$ cat src/rtl/apb_slave.sv
// apb_slave: two-state transfer controller that fans a single request out to
// one of six target ports. Every output comes straight from a flop.
//
// state  | meaning
// -------+------------------------------------------------------------
// IDLE   | waiting for en; on en=1 sample inputs into the selected port
// ACCESS | ready=1 for this single cycle, then back to IDLE
module apb_slave (
  input  logic        clk,
  input  logic        rst,
  input  logic        wr_in,
  input  logic        en,
  input  logic [2:0]  sel_port,
  input  logic [11:0] addr_in,
  input  logic [31:0] data_in,
  output logic        ready,
  output logic        wr_out1,
  output logic        wr_out2,
  output logic        wr_out3,
  output logic        wr_out4,
  output logic        wr_out5,
  output logic        wr_out6,
  output logic [11:0] addr_out1,
  output logic [11:0] addr_out2,
  output logic [11:0] addr_out3,
  output logic [11:0] addr_out4,
  output logic [11:0] addr_out5,
  output logic [11:0] addr_out6,
  output logic [31:0] data_out1,
  output logic [31:0] data_out2,
  output logic [31:0] data_out3,
  output logic [31:0] data_out4,
  output logic [31:0] data_out5,
  output logic [31:0] data_out6
);

  typedef enum logic {
    IDLE   = 1'b0,
    ACCESS = 1'b1
  } state_t;

  state_t      state;
  logic        wr_q   [6];
  logic [11:0] addr_q [6];
  logic [31:0] data_q [6];

  // FSM plus per-port output registers; port registers load on the same edge
  // that moves IDLE->ACCESS, so ready and the new port values appear together.
  // Select codes 0 and 7 match no port and therefore only pulse ready.
  always_ff @(posedge clk or negedge rst) begin
    if (!rst) begin
      state <= IDLE;
      ready <= 1'b0;
      for (int i = 0; i < 6; i++) begin
        wr_q[i]   <= 1'b0;
        addr_q[i] <= 12'h000;
        data_q[i] <= 32'h0000_0000;
      end
    end else begin
      case (state)
        IDLE: begin
          if (en) begin
            state <= ACCESS;
            ready <= 1'b1;
            for (int i = 0; i < 6; i++) begin
              if (sel_port == 3'(i + 1)) begin
                wr_q[i]   <= wr_in;
                addr_q[i] <= addr_in;
                if (wr_in) data_q[i] <= data_in;
              end
            end
          end else begin
            ready <= 1'b0;
          end
        end
        ACCESS: begin
          state <= IDLE;
          ready <= 1'b0;
        end
        default: begin
          state <= IDLE;
          ready <= 1'b0;
        end
      endcase
    end
  end

  // Flat port view of the registered arrays.
  assign wr_out1   = wr_q[0];
  assign wr_out2   = wr_q[1];
  assign wr_out3   = wr_q[2];
  assign wr_out4   = wr_q[3];
  assign wr_out5   = wr_q[4];
  assign wr_out6   = wr_q[5];
  assign addr_out1 = addr_q[0];
  assign addr_out2 = addr_q[1];
  assign addr_out3 = addr_q[2];
  assign addr_out4 = addr_q[3];
  assign addr_out5 = addr_q[4];
  assign addr_out6 = addr_q[5];
  assign data_out1 = data_q[0];
  assign data_out2 = data_q[1];
  assign data_out3 = data_q[2];
  assign data_out4 = data_q[3];
  assign data_out5 = data_q[4];
  assign data_out6 = data_q[5];

endmodule

$ cat config.mk
export PLATFORM = sky130hd
export DESIGN_NAME = apb_slave
export DESIGN_NICKNAME = d
export VERILOG_FILES = /design/src/rtl/apb_slave.sv
export SDC_FILE = /design/constraint.sdc
export NUM_CORES = 1
export LEC_CHECK = 0
export ABC_AREA = 1
export ABC_CLOCK_PERIOD_IN_PS = 3900
export BUFFER_PORTS_ARGS = -buffer_cell sky130_fd_sc_hd__buf_2
export CAP_MARGIN = 5
export CORE_ASPECT_RATIO = 1.2
export CORE_MARGIN = 3
export CORE_UTILIZATION = 55
export DETAILED_ROUTE_END_ITERATION = 10
export MAX_ROUTING_LAYER = met4
export PLACE_DENSITY = 0.85
export SYNTH_ARGS = -nofsm -noshare
export SYNTH_HDL_FRONTEND = slang
export SYNTH_SLANG_ARGS = --single-unit
$ cat constraint.sdc
create_clock -name clk -period 3.9 [get_ports clk]
set_input_delay 0.39 -clock clk [delete_from_list [all_inputs] [get_ports clk]]
set_output_delay 0.39 -clock clk [all_outputs]
set_load 0.02 [all_outputs]
# After elaboration in Yosys (flattened, before gate mapping)
# Index checks and enable logic that the tools add are counted.
# op_classes
bitwise_logic	1
n_reduce_logical	12
n_mux	2
eq_ne	6
# ops
op	n
4-bit AND reduction	6
3-bit AND reduction	6
3-bit == test, second input constant	3
3-bit by 2-bit == test with 1-bit output, second input constant	2
3-bit by 1-bit == test with 1-bit output, second input constant	1
1-bit one-hot mux with 2 select lines	1
1-bit two-way mux	1
1-bit NOT	1
# totals
out_inout_bits	271
reg_bits	271
word_cells	40

# Logic depth before layout (Yosys ltp)
# Gate-level depths: netlist of run 1.
# depth
ltp_word	2
mapped_depth	7
mapped_depth_nobuf	6

# Worst setup path before layout of run 1
# OpenSTA, ideal clock, no wires.
# synth_path
path_type	register to register
startpoint	register state
endpoint	register data_q (netlist bit data_out3[10])
stages_incl_launch_ff	8
t_required_ns	3.783
slack_ns	2.512
n_path_buf	1
t_arrival_ns	1.271
synth_period_minus_slack_ns	1.388
setup_time_ns	0.117
path_cell_list	dfrtp_1 > inv_2 > nand2_1 > nor2_2 > nand2_1 > buf_2 > nand2_1 > nand2_1
# synth_between
elab_chain_len	2
# synth_rtl
item	line	source
start, declared	42	state_t state;
start signal, assigned	52	state <= IDLE;
start signal, assigned	63	state <= ACCESS;
start signal, assigned	77	state <= IDLE;
1-bit NOT (no line)	n/a	
4-bit AND reduction (no line)	n/a	
end signal, assigned by index	69	if (wr_in) data_q[i] <= data_in;
end, declared	45	logic [31:0] data_q [6];
# No other way between the ends.
# A chain may end at the register's enable or synchronous reset.

# Final worst setup path of run 1
# layout_path
startpoint	register state
endpoint	register addr_q (netlist bit addr_out2[11])
# layout_between
elab_chain_len	2
# layout_rtl
item	line	source
1-bit NOT (no line)	n/a	
3-bit AND reduction (no line)	n/a	
end signal, assigned by index	68	addr_q[i] <= addr_in;
end, declared	44	logic [11:0] addr_q [6];
# No other way between the ends.

==> run_results.csv, run 1 <==
group,metric,value,unit
timing,fin_crit,2.46,ns
synth,synth_edf_count,0,
cells_and_area,diodes,0,
clock_network,cts_setup_buffers,0,
synth,synth_top_area_share,63.6,%
cells_and_area,nets,1497,
clock_network,numCtsBuffers,27,
worst_setup_path,cp-end-kind,"flop",
timing,hold_ws,0.155,ns
worst_setup_path,crit_fanout,67,
worst_setup_path,path_class,"flop to flop",
global_routing,grt_max_degree,108,
worst_setup_path,rrSetupSlack,1.44,ns
synth,post-synth-top-count-cell,"nand2_1",
routing,postRouteAntennaNets,0,
routing,drc,0,
synth,synth-main-ff-cell,"dfrtp_1",
synth,synth_area,0.0107,mm^2
worst_setup_path,crit_family,"simple AND/OR/NAND/NOR gates",
worst_setup_path,crit_arrival,2.82,ns
cells_and_area,area_growth,24.3,%
synth,async_flop_share,100,%
routing,via_per_inst,5.73,
timing,fin_crit_sh,63.1,%
clock_network,cts.sinks,271,
cells_and_area,stdcell_area,0.0133,mm^2
timing,rsz0062_at_grt,"false",
power_and_ir_drop,ir_drop,0.423,mV
outcome,status,"complete, no violations",
global_routing,grt_antenna_before_repair,0,
die,start_util,56.3,%
synth,ys_ff_latch,271,
worst_setup_path,max_stage_delay,0.62,ns
global_routing,grt_pass1_vias,9377,
placed_design,portBuffers,321,
synth,syn_area_per_cell,9.19,um^2
synth,synthTopCellsByArea,"dfrtp_1 64%, nand2_1 18%, nand3_1 6.2%",
timing,skew,0.00841,ns
routing,vias,9851,
synth,synth_warnings,0,
timing,setup-tns-final,0,ns
routing,route.detailed.wl_per_inst,20.2,um
timing,final-max-slew-violation-count,0,
clock_network,cts_buffer_depth,3,
cells_and_area,n_fill_cell,1423,
die,die_y,158,um
die,row_count,55,
timing,setup_viol,0,
synth,synth_area_leader_cell,"dfrtp_1",
global_routing,grt_first_pass_wirelength,52800,um
clock_network,ctsRootBufferMaster,"clkbuf_16",
power_and_ir_drop,p_per_area,652,mW/mm^2
worst_setup_path,cp.required,4.26,ns
synth,synth_cell_types,17,
die,io_pins,322,
die,die_area,0.0211,mm^2
clock_network,htreeDepth,1,
synth,synth.net_count,1211,
timing,finalHoldViolCount,0,
global_routing,track_usage,33.1,%
routing,first_iter_violations,885,
timing,slew_headroom,45.3,%
timing,worstMarginPinSlew,0.820,ns
clock_network,cts.clk_slew.worst_paths,0.07,ns
timing,max_freq,0.406,GHz
die,die_w,133,um
placed_design,gp_congestion,0.896,
placed_design,hpwl,22900,um
worst_setup_path,crit_top_cell,"nand2_1",
synth,yosys-top-cells-count,"509 x nand2_1, 271 x dfrtp_1, 131 x nand3_1",
worst_setup_path,cp_cell_sequence,"inv_2 -> nand2_1 -> nor2_4 -> buf_4 -> nand2_1 -> nand2_1 -> o21ai_0",
placed_design,dpl_cell_area,0.0124,mm^2
die,coreArea,0.0189,mm^2
worst_setup_path,startpoint_type,"flop",
synth,synth_cells,1160,
clock_network,tritoncts,"yes",
clock_network,clkLatencyLatePin,0.52,ns
power_and_ir_drop,p_leak,7.61,nW
routing,routed_wirelength,34700,um
worst_setup_path,crit_buf_inv,2,
cells_and_area,drive_gt1_share,26.9,%
synth,ys_seq_area_share,63.6,%
routing,drt_pass1_iterations,5,
global_routing,grt-ovfl-total,0,
power_and_ir_drop,power,8.64,mW
placed_design,dp_slack,1.35,ns
timing,fin_ws,1.44,ns
flow_run,drv_cap,0,
min_path,min_path_type,"input pin to flop",
worst_setup_path,critPathSlowestCell,"nand2_1",
[state kept, by name (all words and copies together), names as in the netlist, 32 cells and up]
name       count
data_out3     32
data_out4     32
data_out5     32
data_out2     32
data_out6     32
data_out1     32
[cell usage in the layout (no fill, tap or decap), drive strengths merged]
cell type,Yosys,routed
nand2,512,512
buf,55,337
dfrtp,271,271
nand3,132,132
o21ai,75,75
nand4,64,64
clkbuf,26,37
inv,20,20
clkinv,0,7
nor2,5,5
bufinv,0,2
clkinvlp,0,1
dlygate4sd3,0,1
[what timing repair did]
item / 4_1_cts / 5_1_grt
hold buffers: 1 / 0
resized for setup: 0 / 0
endpoints found under the hold margin: 101 / 0
[final timing paths]
path                                           start                         to  cells past startpoint
hold reg to reg            data_out2[29]$_DFFE_PN0P_  data_out2[29]$_DFFE_PN0P_                      2
setup / recovery                     state$_DFF_PN0_  addr_out2[11]$_DFFE_PN0P_                      7
min in group asynchronous                        rst   addr_out4[8]$_DFFE_PN0P_                      2
max in group asynchronous                        rst  data_out3[28]$_DFFE_PN0P_                      3
hold / removal                            addr_in[7]   addr_out6[7]$_DFFE_PN0P_                      3
setup reg to reg                     state$_DFF_PN0_  addr_out2[11]$_DFFE_PN0P_                      7
[cells by family (layout without fill, tap and decap cells)]
family                 Yosys count  count (layout)  synth area share, %
AND/OR/NAND/NOR                713             713                 28.7
AO/OA/AOI/OAI                   75              75                 3.52
flip-flops                     271             271                 63.6
buffers and inverters          101             405                 4.19
[power breakdown]
| group | leakage [nW] | switching, mW | total, mW | internal (mW) |
|---|---|---|---|---|
| sequential | 3.46 | 0.360 | 3.78 | 3.42 |
| clock | 0.437 | 1.07 | 2.58 | 1.51 |
| combinational | 3.71 | 1.61 | 2.28 | 0.666 |
| total | 7.61 | 3.04 | 8.64 | 5.59 |
[metrics by stage]
| step | instances | util (%) |
|---|---|---|
| 2_1_floorplan | 1160 | - |
| 3_3_place_gp | 1672 | 65.3 |
| 3_5_place_dp | 1672 | 65.3 |
| 4_1_cts | 1720 | 70.0 |
| 5_1_grt | 1720 | 70.0 |
| 6_report | 1720 | 70.0 |
[layout make-up]
cell class / count / area (um^2) / share of cell area [%]
Clock buffer: 37 / 773 / 5.84
Clock inverter: 10 / 106 / 0.803
Inverter: 20 / 75.1 / 0.567
Multi-Input combinational cell: 788 / 3430 / 25.9
Sequential cell: 271 / 6780 / 51.2
Tap cell: 256 / 320 / 2.42
Timing Repair Buffer: 338 / 1770 / 13.3
[layer usage]
metal	vias up	wire, um	global-route usage (%)
met1	4719	12800	41.8
met2	648	16500	52.3
met3	143	3420	5.66
li1	4341	-	-
met4	0	1910	16.6
met5	-	0	-
[worst min-delay path, stage by stage]
cell and delay, ns:
buf_2 0.13, nand2_1 0.07, nand2_1 0.05
Note: power is estimated with default switching activity, not from simulation.
==> run 2: changes to the inputs <==
Settings changed: ABC_AREA 1 to 0, ABC_CLOCK_PERIOD_IN_PS 3900 to 2300, CORE_UTILIZATION 55 to 51, PLACE_DENSITY 0.85 to 0.8.
Clock period 3.9 ns to 2.3 ns, I/O delays scaled along.
==> run_results.csv, run 2 <==
group,metric,value,unit
worst_setup_path,r2r_start,"state$_DFF_PN0_",
placed_design,gp_congestion,0.822,
synth,async_flop_share,100,%
synth,ys_seq_area_share,67.1,%
placed_design,portBuffers,321,
synth,ys_ff_latch,271,
timing,setup-tns-final,0,ns
timing,slew_headroom,54.6,%
global_routing,grt-ovfl-total,0,
timing,skew,0.00457,ns
timing,fin_ws,0.509,ns
worst_setup_path,startpoint_type,"flop",
clock_network,htreeDepth,1,
timing,fin_crit,1.79,ns
worst_setup_path,startpoint,"state$_DFF_PN0_",
routing,routed_wirelength,25100,um
routing,route.detailed.wl_per_inst,20.6,um
routing,drt_pass1_iterations,4,
timing,fin_crit_sh,77.8,%
routing,postRouteAntennaNets,0,
placed_design,hpwl,17400,um
worst_setup_path,reg2reg_depth,4,
synth,synth_area_leader_cell,"dfrtp_1",
global_routing,grt_first_pass_wirelength,39100,um
clock_network,numCtsBuffers,26,
cells_and_area,drive_gt1_share,67.9,%
global_routing,grt_antenna_before_repair,0,
timing,max_freq,0.559,GHz
synth,synth-main-ff-cell,"dfrtp_1",
synth,synth_warnings,0,
clock_network,cts_buffer_depth,3,
die,die_area,0.0215,mm^2
clock_network,cts.clk_slew.worst_paths,0.06,ns
cells_and_area,nets,996,
synth,yosys-top-cells-count,"271 x dfrtp_1, 262 x mux2_2, 23 x buf_2",
power_and_ir_drop,power,15.0,mW
power_and_ir_drop,ir_drop,0.800,mV
clock_network,hold_buffers,12,
power_and_ir_drop,p_per_area,1140,mW/mm^2
cells_and_area,diodes,0,
cells_and_area,final_cell_mix,"320 x buf_2, 271 x dfrtp_1, 262 x mux2_2, 26 x clkbuf_16, 15 x buf_4",
flow_run,drv_cap,0,
min_path,min_path_type,"input pin to flop",
worst_setup_path,cp.required,2.70,ns
synth,synth_cells,591,
clock_network,cts.sinks,271,
cells_and_area,area_growth,30.0,%
timing,setup_viol,0,
die,coreArea,0.0191,mm^2
global_routing,track_usage,23.8,%
die,row_count,55,
worst_setup_path,crit_path_end,"addr_out1[5]$_DFFE_PN0P_",
cells_and_area,layout_commonest_cell,"buf_2",
die,io_pins,322,
clock_network,clkLatencyLatePin,0.52,ns
synth,post-synth-top-count-cell,"dfrtp_1",
clock_network,cts-resized-gates,0,
power_and_ir_drop,p_leak,6.63,nW
routing,via_per_inst,5.20,
synth,synth_top_area_share,67.1,%
timing,final-max-slew-violation-count,0,
die,die_y,160,um
die,die_w,134,um
global_routing,grt_max_degree,79,
routing,vias,6348,
timing,rsz0062_at_grt,"false",
synth,synth_area,0.0101,mm^2
clock_network,ctsRootBufferMaster,"clkbuf_16",
clock_network,tritoncts,"yes",
clock_network,cts_setup_buffers,0,
worst_setup_path,crit_arrival,2.19,ns
timing,finalHoldViolCount,0,
cells_and_area,n_fill_cell,1356,
synth,synth.net_count,642,
outcome,status,"complete, no violations",
worst_setup_path,r2r_end,"addr_out1[5]$_DFFE_PN0P_",
routing,first_iter_violations,168,
worst_setup_path,crit_fanout,7,
routing,drc,0,
synth,synthTopCellsByArea,"dfrtp_1 67%, mux2_2 29%, buf_2 1.1%",
worst_setup_path,path_class,"flop to flop",
global_routing,grt_pass1_vias,6804,
placed_design,dp_slack,0.514,ns
synth,syn_area_per_cell,17.1,um^2
worst_setup_path,rrSetupSlack,0.51,ns
synth,synth_cell_types,16,
worst_setup_path,cp-end-kind,"flop",
die,start_util,52.8,%
timing,worstMarginPinSlew,0.679,ns
synth,synth_edf_count,0,
-- run 2: cell count changes after synthesis, moves of 5 or more --
cell,delta
buf_1,-5
inv_2,-5
nand4_1,-64
clkbuf_1,-24
o21ai_0,-71
nor2_1,+6
nand2_1,-502
inv_1,-15
nand3_1,-130
mux2_2,+262
buf_2,-26
-- run 2: logic make-up after synthesis --
group | count (synthesis) | share of synthesized area [%]
AOI/OAI and AO/OA | 6 | 0.372
buffers and inverters | 26 | 1.47
DFF | 271 | 67.1
muxes | 264 | 29.4
and+or+nand+nor | 24 | 1.57
-- run 2: power breakdown --
group	leakage, nW	internal (mW)	total [mW]	switching (mW)
clock network	0.453	2.62	4.37	1.76
registers	3.37	5.89	6.45	0.557
logic	2.81	1.64	4.16	2.53
-- run 2: stage by stage --
stage | hold slack [ns] | util [%] | area, um^2 | cells
3_3_place_gp | 0.194 | 63.3 | 12100 | 1161
2_1_floorplan | -0.0656 | - | 10100 | 591
5_1_grt | 0.00731 | 68.6 | 13100 | 1220
6_report | 0.0164 | 68.6 | 13100 | 1220
3_5_place_dp | 0.198 | 63.3 | 12100 | 1161
4_1_cts | 0.000132 | 68.6 | 13100 | 1220
-- run 2: routing by layer --
metal	track usage (%)	vias up	wire length, um
met5	-	-	0
met4	9.07	0	1020
li1	-	2811	-
met1	28.9	3241	9840
met2	40.2	234	12800
met3	3.72	62	1390
-- run 2: worst min path at each step --
| stage | end | from | slack (ns) | cells past startpoint |
|---|---|---|---|---|
| floorplan | addr_out1[0]$_DFFE_PN0P_ | rst | -0.07 | 0 |
| global placement | addr_out1[5]$_DFFE_PN0P_ | rst | 0.19 | 1 |
| detailed placement | addr_out1[6]$_DFFE_PN0P_ | rst | 0.20 | 1 |
| CTS | data_out1[26]$_DFFE_PN0P_ | data_in[26] | 0.0001 | 2 |
| global route | addr_out5[10]$_DFFE_PN0P_ | addr_in[10] | 0.007 | 2 |
| finish | data_out3[3]$_DFFE_PN0P_ | data_in[3] | 0.02 | 2 |
-- run 2: layout make-up --
type                       instances  area [um^2]  area share, %
timing repair buffer             352         1930           14.7
clock buffer                      38          796           6.06
multi-input combinational        294         3200           24.3
clock inverter                     9          106          0.810
sequential                       271         6780           51.6
tap                              256          320           2.44
-- run 2: worst max-delay path: stages (launching register included) --
cell	delay (ns)
dfrtp_1	0.43
nor2b_1	0.26
nand3_1	0.38
buf_4	0.32
mux2_2	0.28
==> run 3: changes to the inputs <==
Settings changed: ABC_CLOCK_PERIOD_IN_PS 2300 to 1600, CORE_UTILIZATION 51 to 46, PLACE_DENSITY 0.8 to 0.76.
Clock period 2.3 ns to 1.6 ns, I/O delays scaled along.
==> run_results.csv, run 3 (synthesis gave the netlist of run 2 again) <==
group,metric,value,unit
power_and_ir_drop,p_clk_share,28.5,%
routing,via_per_inst,5.11,
timing,final-max-slew-violation-count,0,
power_and_ir_drop,p_leak,7.09,nW
power_and_ir_drop,power_frac_seq,43.0,%
die,io_pins,322,
cells_and_area,nets,1061,
power_and_ir_drop,p_sw_share,32.2,%
timing,worstMarginPinSlew,0.468,ns
timing,finalHoldViolCount,0,
die,row_count,58,
timing,fin_crit,1.63,ns
placed_design,dp_slack,-0.0531,ns
min_path,holdPathStages,4,
global_routing,grt_antenna_before_repair,1,
placed_design,portBuffers,321,
clock_network,clkLatencyLatePin,0.52,ns
clock_network,ctsRootBufferMaster,"clkbuf_16",
worst_setup_path,crit_fanout,23,
clock_network,tritoncts,"yes",
die,die_y,168,um
cells_and_area,area_growth,39.4,%
worst_setup_path,crit_arrival,2.03,ns
power_and_ir_drop,p_sw,6.97,mW
global_routing,track_usage,22.3,%
routing,drc,0,
cells_and_area,layout_commonest_cell,"buf_2",
worst_setup_path,max_stage_delay,0.43,ns
power_and_ir_drop,power,21.6,mW
global_routing,grt_first_pass_wirelength,40700,um
die,die_w,141,um
placed_design,gp_congestion,0.808,
worst_setup_path,cp-end-kind,"flop",
placed_design,hpwl,17400,um
worst_setup_path,startpoint_type,"flop",
global_routing,grt_max_degree,56,
die,die_area,0.0238,mm^2
routing,first_iter_violations,178,
cells_and_area,drive_gt1_share,67.3,%
timing,hold_ws,0.121,ns
worst_setup_path,cp_cell_sequence,"nand4b_1 -> buf_6 -> nor2b_4 -> buf_12 -> mux2_2",
routing,drt_pass1_iterations,4,
power_and_ir_drop,p_int,14.7,mW
routing,vias,6643,
routing,postRouteAntennaNets,0,
worst_setup_path,reg2reg_depth,5,
worst_setup_path,path_class,"flop to flop",
flow_run,drv_cap,0,
global_routing,grt-ovfl-total,0,
outcome,status,"complete, but fails checks",
die,coreArea,0.0213,mm^2
clock_network,htreeDepth,1,
die,start_util,47.5,%
worst_setup_path,cp.required,2.00,ns
cells_and_area,final_cell_mix,"320 x buf_2, 270 x dfrtp_1, 233 x mux2_2, 45 x dlygate4sd3_1, 31 x mux2_4",
clock_network,cts.clk_slew.worst_paths,0.06,ns
power_and_ir_drop,p_per_area,1540,mW/mm^2
timing,fin_crit_sh,102,%
min_path,min_path_type,"input pin to flop",
timing,max_freq,0.612,GHz
worst_setup_path,critPathSlowestCell,"dfrtp_2",
timing,fin_ws,-0.0339,ns
clock_network,cts_buffer_depth,3,
routing,route.detailed.wl_per_inst,20.7,um
routing,routed_wirelength,26900,um
timing,skew,0.00628,ns
clock_network,numCtsBuffers,26,
timing,slew_headroom,68.7,%
power_and_ir_drop,p_comb_share,28.6,%
timing,rsz0062_at_grt,"true",
timing,setup-tns-final,-1.39,ns
timing,setup_viol,105,
power_and_ir_drop,ir_drop,1.16,mV
clock_network,cts.sinks,271,
global_routing,grt_pass1_vias,7205,
outcome,violations,"setup timing",
[run 3: changes by cell type in the layout (fill, tap and decap cells not counted), moves of 4 or more]
cell | before | now
clkbuf_16 | 26 | 30
buf_12 | 4 | 12
mux2_4 | 0 | 31
dlygate4sd3_1 | 12 | 45
clkbuf_8 | 10 | 5
buf_4 | 15 | 22
mux2_2 | 262 | 233
buf_6 | 0 | 10
[run 3: path summary, 6_finish.rpt]
check	endpoint	slack (ns)	start
setup reg to reg	data_out6[31]$_DFFE_PN0P_	-0.03	state$_DFF_PN0_
min in group asynchronous	data_out3[25]$_DFFE_PN0P_	0.15	rst
hold / removal	wr_out4$_DFFE_PN0P_	0.12	sel_port[0]
hold reg to reg	wr_out1$_DFFE_PN0P_	0.48	wr_out1$_DFFE_PN0P_
max in group asynchronous	data_out2[4]$_DFFE_PN0P_	0.77	rst
setup / recovery	data_out6[31]$_DFFE_PN0P_	-0.03	state$_DFF_PN0_
[run 3: power by group through the flow]
stage	Clock [mW]	Sequential (mW)	Combinational, mW
after CTS	6.32	9.28	6.14
after global routing	6.59	9.48	6.53
after detailed placement	0	9.38	6.00
after global placement	0	9.32	5.88
after floorplan	0	11.4	1.45
final	6.15	9.30	6.18
[run 3: layer usage]
layer	up-vias	track usage (%)	routed length (um)
met4	0	7.08	857
li1	2941	-	-
met1	3398	26.7	10700
met3	58	4.74	1850
met2	246	37.7	13500
met5	-	-	0
[run 3: worst max-delay path, delay by kind of cell, from the launching register on]
kind | cells | cell delay [ns]
buffers and inverters | 2 | 0.37
multiplexers | 1 | 0.36
AND/OR/NAND/NOR | 2 | 0.35
flip-flops | 1 | 0.43
[run 3: final cells by class]
class                      instances  area (um^2)
fill                            1550         7180
antenna                            1         2.50
timing repair buffer             417         2750
multi-input combinational        294         3340
clock inverter                    11          108
sequential                       271         6780
tap                              270          338
clock buffer                      36          759
[run 3: per-stage QoR]
stage          utilization [%]  std cells  instance area [um^2]
2_1_floorplan                -        591                 10100
3_3_place_gp              58.1       1193                 12400
3_5_place_dp              58.1       1193                 12400
4_1_cts                   65.0       1292                 13800
5_1_grt                   66.2       1300                 14100
6_report                  66.2       1300                 14100
[run 3: repair_timing]
action / 4_1_cts / 5_1_grt
gates resized for setup: 15 / 40
setup buffers: 5 / 2
endpoints found under the setup margin: 133 / 239
pin swaps: 1 / 2
hold buffers: 45 / 0
hold endpoints to repair: 496 / 0
gates cloned: 2 / 5
